<file path="src/rtl/fp_unpack_pipe.sv">
// Multi-operand FP unpack stage: decodes NOPS single/double operands into
// sign / rebiased exponent / mantissa / class flags behind a 2-entry elastic queue.
module fp_unpack_pipe #(
  parameter int FLEN = 64,
  parameter int NE   = 11,
  parameter int NF   = 52,
  parameter int NOPS = 3
) (
  input  logic                   clk,
  input  logic                   reset_n,
  input  logic                   in_valid,
  output logic                   in_ready,
  input  logic [NOPS*FLEN-1:0]   in_ops,
  input  logic [NOPS-1:0]        in_en,
  input  logic                   in_fmt,
  output logic                   out_valid,
  input  logic                   out_ready,
  output logic [NOPS-1:0]        out_sign,
  output logic [NOPS*NE-1:0]     out_exp,
  output logic [NOPS*(NF+1)-1:0] out_man,
  output logic [NOPS-1:0]        out_nan,
  output logic [NOPS-1:0]        out_snan,
  output logic [NOPS-1:0]        out_zero,
  output logic [NOPS-1:0]        out_inf,
  output logic [NOPS-1:0]        out_subnorm,
  output logic                   sticky_nv,
  input  logic                   clr_nv
);

  typedef struct packed {
    logic [NOPS-1:0]        sign;
    logic [NOPS*NE-1:0]     exp;
    logic [NOPS*(NF+1)-1:0] man;
    logic [NOPS-1:0]        nan;
    logic [NOPS-1:0]        snan;
    logic [NOPS-1:0]        zero;
    logic [NOPS-1:0]        inf;
    logic [NOPS-1:0]        subnorm;
  } entry_t;

  entry_t      dec;
  entry_t      slot0_q, slot0_d, slot1_q, slot1_d;
  logic [1:0]  count_q, count_d;
  logic        in_ready_q, in_ready_d;
  logic        nv_q, nv_d;
  logic        push, pop;

  logic [FLEN-1:0] a;
  logic [31:0]     w;
  logic            s;
  logic [NE-1:0]   e;
  logic [NF-1:0]   f;
  logic            e_zero, e_ones;

  // Classification uses the source-format exponent, so a single subnormal keeps
  // implicit bit 0 even though its rebiased exponent (897) is nonzero.
  always_comb begin
    dec    = '0;
    a      = '0;
    w      = '0;
    s      = 1'b0;
    e      = '0;
    f      = '0;
    e_zero = 1'b0;
    e_ones = 1'b0;
    for (int unsigned i = 0; i < NOPS; i++) begin
      a = in_ops[i*FLEN +: FLEN];
      if (!in_en[i]) begin
        dec.zero[i] = 1'b1;
      end else begin
        if (in_fmt) begin
          s      = a[63];
          e      = a[62:52];
          f      = a[51:0];
          e_zero = (a[62:52] == '0);
          e_ones = &a[62:52];
        end else begin
          w      = (&a[63:32]) ? a[31:0] : 32'h7FC0_0000;
          s      = w[31];
          e_zero = (w[30:23] == '0);
          e_ones = &w[30:23];
          f      = {w[22:0], 29'b0};
          if (e_ones)
            e = 11'd2047;
          else if (e_zero)
            e = (w[22:0] != '0) ? 11'd897 : 11'd0;
          else
            e = {3'b000, w[30:23]} + 11'd896;
        end
        dec.sign[i]               = s;
        dec.exp[i*NE +: NE]       = e;
        dec.man[i*(NF+1) +: NF+1] = {!e_zero, f};
        dec.zero[i]               = e_zero && (f == '0);
        dec.subnorm[i]            = e_zero && (f != '0);
        dec.inf[i]                = e_ones && (f == '0);
        dec.nan[i]                = e_ones && (f != '0);
        dec.snan[i]               = e_ones && (f != '0) && !f[NF-1];
      end
    end
  end

  assign push = in_valid && in_ready_q;
  assign pop  = (count_q != 2'd0) && out_ready;

  // Head always lives in slot0 so outputs come straight from registers.
  always_comb begin
    slot0_d = slot0_q;
    slot1_d = slot1_q;
    count_d = count_q;
    case ({push, pop})
      2'b10: begin
        if (count_q == 2'd0) slot0_d = dec;
        else                 slot1_d = dec;
        count_d = count_q + 2'd1;
      end
      2'b01: begin
        slot0_d = slot1_q;
        count_d = count_q - 2'd1;
      end
      2'b11: begin
        if (count_q == 2'd1) begin
          slot0_d = dec;
        end else begin
          slot0_d = slot1_q;
          slot1_d = dec;
        end
      end
      default: ;
    endcase
    in_ready_d = (count_d != 2'd2);
    if (pop && (slot0_q.snan != '0)) nv_d = 1'b1;
    else if (clr_nv)                 nv_d = 1'b0;
    else                             nv_d = nv_q;
  end

  always_ff @(posedge clk or negedge reset_n) begin
    if (!reset_n) begin
      slot0_q    <= '0;
      slot1_q    <= '0;
      count_q    <= '0;
      in_ready_q <= 1'b1;
      nv_q       <= 1'b0;
    end else begin
      slot0_q    <= slot0_d;
      slot1_q    <= slot1_d;
      count_q    <= count_d;
      in_ready_q <= in_ready_d;
      nv_q       <= nv_d;
    end
  end

  assign in_ready    = in_ready_q;
  assign out_valid   = (count_q != 2'd0);
  assign out_sign    = slot0_q.sign;
  assign out_exp     = slot0_q.exp;
  assign out_man     = slot0_q.man;
  assign out_nan     = slot0_q.nan;
  assign out_snan    = slot0_q.snan;
  assign out_zero    = slot0_q.zero;
  assign out_inf     = slot0_q.inf;
  assign out_subnorm = slot0_q.subnorm;
  assign sticky_nv   = nv_q;

endmodule

</file>
<file path="config.mk">
export PLATFORM = sky130hd
export DESIGN_NAME = fp_unpack_pipe
export DESIGN_NICKNAME = d
export VERILOG_FILES = /design/src/rtl/fp_unpack_pipe.sv
export SDC_FILE = /design/constraint.sdc
export NUM_CORES = 1
export LEC_CHECK = 0
export ABC_AREA = 1
export CELL_PAD_IN_SITES_DETAIL_PLACEMENT = 0
export CELL_PAD_IN_SITES_GLOBAL_PLACEMENT = 1
export CORE_UTILIZATION = 40
export CTS_CLUSTER_SIZE = 10
export DETAILED_ROUTE_END_ITERATION = 10
export GPL_TIMING_DRIVEN = 0
export PLACE_DENSITY = 0.92
export SKIP_CTS_REPAIR_TIMING = 1
export SKIP_LAST_GASP = 1
export SLEW_MARGIN = 10
export SYNTH_ARGS = -nofsm -noshare
export SYNTH_HDL_FRONTEND = slang
export SYNTH_SLANG_ARGS = --single-unit
</file>
<file path="constraint.sdc">
create_clock -name clk -period 7.4 [get_ports clk]
set_clock_uncertainty 0.1 [all_clocks]
set_input_delay 2.22 -clock clk [delete_from_list [all_inputs] [get_ports clk]]
set_output_delay 2.22 -clock clk [all_outputs]
set_load 0.05 [all_outputs]
</file>
# Word-level counts from Yosys, hierarchy flattened
# Cells that the tools add are included.
# op_classes
addsub,5
multipliers,0
n_div,0
n_lt_le_gt_ge,0
n_eq_ne,8
shift,0
mux,69
n_bitwise,0
n_reduce_logical,56
# op_table
operator,n
210-bit two-way mux,4
210-bit one-hot mux with 3 select lines,1
210-bit one-hot mux with 2 select lines,1
52-bit two-way mux,6
53-bit two-way mux,3
52-bit zero test,3
52-bit nonzero test,3
11-bit two-way mux,12
32-bit two-way mux,3
32-bit AND reduction,3
23-bit nonzero test,3
1-bit two-way mux,35
"8-bit by 10-bit adder with 11-bit output, second input constant",3
11-bit zero test,3
11-bit AND reduction,3
10-bit two-way mux,3
8-bit zero test,3
8-bit AND reduction,3
1-bit logical AND,18
"2-bit != test, second input constant",4
1-bit zero test,6
2-bit nonzero test,3
3-bit nonzero test,2
"2-bit by 1-bit equality test with 1-bit output, second input constant",2
other kinds (7),8
# word_totals
reg_bits,424
latch_bits,0
ramBits,0
mem_bits_ro,0
input_bits,201
elab_cells,157
mem_count,0

# Depth between registers and ports, before layout
# logic_depth
ltp_word,10
ltp_mapped,18

# Worst setup path after synthesis
# Ideal clock, no wire load.
# synth_path
path_type,input to register
start,input out_ready
end,register slot1_q[201] (netlist name)
setup_time_ps,135
t_arrival_ps,3826
required_ps,7165
path_slack_ps,3339
cell_stages,10
path_cell_list,nand2_1 -> inv_1 -> ha_1 -> nand2_1 -> o21ai_0 -> nand2_1 -> clkbuf_1 -> clkbuf_1 -> clkbuf_1 -> o21ai_0
# synth_via
elab_chain_cells,4
word_cells_on_any_way,8
# synth_lines
element,line,rtl
start: declaration,17,"input logic out_ready,"
1-bit logical AND (*),103,assign pop = (count_q != 2'd0) && out_ready;
2-bit equality test,110,"case ({push, pop})"
2-bit != test (no source line) or 2-bit nonzero test (tied branches),-,
3-bit AND reduction (no source line),-,
end signal: assignment,145,slot1_q <= slot1_d;
end: declaration,42,"entry_t slot0_q, slot0_d, slot1_q, slot1_d;"
# Every way passes the cells marked *; elsewhere a longest branch is shown, timed or not.
# A chain may end at the register's enable or synchronous reset.

# Final worst setup path
# layout_path
start,input out_ready
end,register slot1_q[68] (netlist name)
# Same word-level chain as after synthesis.

==> impl_results.md <==
- Syn Nets: 3046
- Largest stage delay on the critical path: 0.83 ns
- CTS tree: yes
- Max Freq: 164.8 MHz
- Chip height: 234.6 um
- Fillers: 4995
- Final Wtd Congestion: 0.9983
- GR Util All Layers: 0.3510
- Worst hold path type: reg -> reg
- Synth top area cells: dfrtp_1 (49%), nand2_1 (17%), o211ai_1 (5.8%)
- Share of cells above drive strength 1: 0.04693
- Die Area: 0.05503 mm2
- Final ANT Viol Nets: 0
- # clock sinks: 424
- Std-Cell Core Area: 0.05297 mm2
- Synth top area share: 0.4892
- Worst Setup EP: slot1_q[68]
- Initial antenna violation count: 5
- Leakage: 12.33 nW
- Number of global-route vias before repair: 22040
- RSZ-0062 raised after global routing: no
- First-pass GRT wire length: 141400 um
- Slew HR: 0.1824
- Final period util: 0.8200
- Max VDD drop: 0.0002487 V
- Routed vias: 23050
- Syn Std Cell Area: 0.02164 mm2
- Cts bufs inserted: 50
- Post-Syn Instances: 2840
- Final hold violations: 0
- Routed WL per cell: 24.24 um
- Num ports: 414
- P&R area growth vs syn: 30.20%
- DR pass1 iterations: 6
- Count of synthesis-stage warnings from yosys: 0
- EDFF count, synth: 0
- GRT Residual Overflow: 0
- Endpoints failing setup: 0
- Top cell type by total area after synthesis: dfrtp_1
- CTS H-tree lvls: 2
- Netlist cell types: 45
- Starting Density: 0.4085
- Status: finished, final reports clean
- Avg Synthesized Cell Area: 7.619 um2
- Hpwl dp: 75580 um
- Asr flop ratio synth: 1.000
- Final WS setup: 1.332 ns
- Stages on worst setup path: 11
- Worst r2r dst: slot1_q[68]
- Delay-heaviest family, CP: buffers and inverters
- Commonest non-fill, non-tap cell in the layout: nand2_1
- CP Launch Point: out_ready
- Final Total Pwr: 12.07 mW
- Crit Reg-Reg Startpoint: count_q[0]
- Worst Path Arrival: 6.40 ns
- Sum of buffers and inverters on the critical path: 5
- Seq/Total Area, Yosys: 0.4904
- Remaining DRCs: 0
- Max Cap Violations: 0
- Ys flop type: dfrtp_1
- Minimum clock period: 6.068 ns
- Crit path kind: in -> reg
- Largest net degree at the start of global routing: 111
- Kind of capture point of the worst setup path: flop
- Pwr dens: 428.3 mW/mm2
- Most frequent cells in the layout: nand2_1 (981), dfrtp_1 (423), clkdlybuf4s50_1 (410)
- Worst Path Max Fanout: 10
- NumNets Final: 3513
- Setup slack, reg-to-reg: 2.53 ns
- Max-slew violations: 0
- CTS max path bufs: 3
- Clock Latency Late Sink: 0.61 ns
- DR vias/cell: 5.745
- Yosys reg bits: 424
- CTS root buf: clkbuf_16
- Setup WS pre-CTS: 0.9126 ns
- Data required, critical path: 7.73 ns
- Die width: 234.6 um
- CP Launch Type: input pin
- Crit path cell chain: clkdlybuf4s50_1 -> nand2_1 -> inv_1 -> ha_1 -> nand2_1 -> o21ai_0 -> nand2_1 -> clkbuf_1 -> clkbuf_1 -> clkbuf_1 -> o21ai_0
- Actual slew at the worst max-slew pin: 1.226 ns
- Clock slew at reported path FFs: 0.06 ns
- Number of buffers added on ports: 411
- # rows: 84
- Crit path max-delay cell type: clkbuf_1
- FF-to-FF path depth: 13
- DRT iter0 DRCs: 2609
- Routed WL: 97260 um
- Final core occ: 0.5318
==> kinds of logic (layout without fill, tap and decap cells) <==
logic type / after synthesis / after routing / synth area share
other cells: 0 / 1 / 0
compound gates: 513 / 513 / 0.1471
simple gates: 1526 / 1526 / 0.2882
flops: 424 / 424 / 0.4904
mux: 4 / 4 / 0.001851
fa+ha+maj: 5 / 5 / 0.002891
buf+inv: 368 / 852 / 0.06957
==> per-layer routing <==
layer	up-vias	global-route usage	part of all wire
li1	10260	-	-
met3	233	0.06395	0.088
met1	11290	0.4707	0.41
met2	1271	0.5574	0.46
met5	-	0	0.00011
met4	2	0.1468	0.045
==> worst register-to-register path: cells and delay by family, from the launching register on <==
family	cells	cell delay (ns)
compound gates	2	0.26
fa+ha+maj	2	0.46
buf+inv	6	2.56
flops	1	0.38
simple gates	3	0.96
==> worst min-delay path by stage <==
stage	startpoint	to	slack [ns]	cells after the start
after floorplan	slot1_q[184]	slot1_q[184]	0.35	2
after global placement	slot1_q[180]	slot1_q[180]	0.36	2
after detailed placement	slot1_q[184]	slot1_q[184]	0.37	2
after CTS	slot1_q[184]	slot1_q[184]	0.38	2
after global routing	slot1_q[37]	slot1_q[37]	0.40	2
final	slot1_q[94]	slot1_q[94]	0.38	2
==> flip-flops by register name, summed over array words and instances (netlist names) <==
| register | flops |
|---|---|
| out_exp | 33 |
| out_inf | 3 |
| out_man | 159 |
| sticky_nv | 1 |
| out_zero | 3 |
| out_subnorm | 3 |
| count_q | 2 |
| slot1_q | 210 |
| out_snan | 3 |
| out_sign | 3 |
| out_nan | 3 |
| in_ready | 1 |
==> power breakdown <==
group	internal (mW)	switching [mW]
Combinational	1.70	4.14
Clock	1.32	0.986
Sequential	3.28	0.640
==> synthesized netlist by cell type (all sizes together) (5+ instances only) <==
cell type / n
nand2: 996
dfrtp: 423
nor2: 296
o21ai: 242
inv: 177
o211ai: 166
nand3: 143
clkbuf: 127
buf: 61
a21oi: 35
nand4: 35
nor3: 33
a221oi: 26
a31oi: 18
nor4: 12
or2: 11
ha: 5
o21a: 5
==> layout make-up <==
type	count	area, um2	share of cell area
clock buffer	65	1379	0.04894
timing repair buffer	415	4229	0.1501
sequential	424	10610	0.3767
clock inverter	4	63.81	0.002265
multi-input combinational	2048	9520	0.3379
buffer	188	822.0	0.02918
inverter	180	683.2	0.02425
tap	688	860.8	0.03056
antenna	1	2.502	0.00008883
==> per-stage QoR <==
| step | cell area [um2] | std cells | TNS, ns | hold WS [ns] |
|---|---|---|---|---|
| after floorplan | 21640 | 2840 | 0 | 0.3494 |
| after global placement | 26610 | 3939 | -6100.64 | 0.3622 |
| after detailed placement | 26730 | 3943 | 0 | 0.3660 |
| after CTS | 28170 | 4012 | 0 | 0.3820 |
| after global routing | 28170 | 4013 | 0 | 0.3952 |
| final | 28170 | 4013 | 0 | 0.3815 |
No activity file was read; power rests on OpenSTA's default activity.
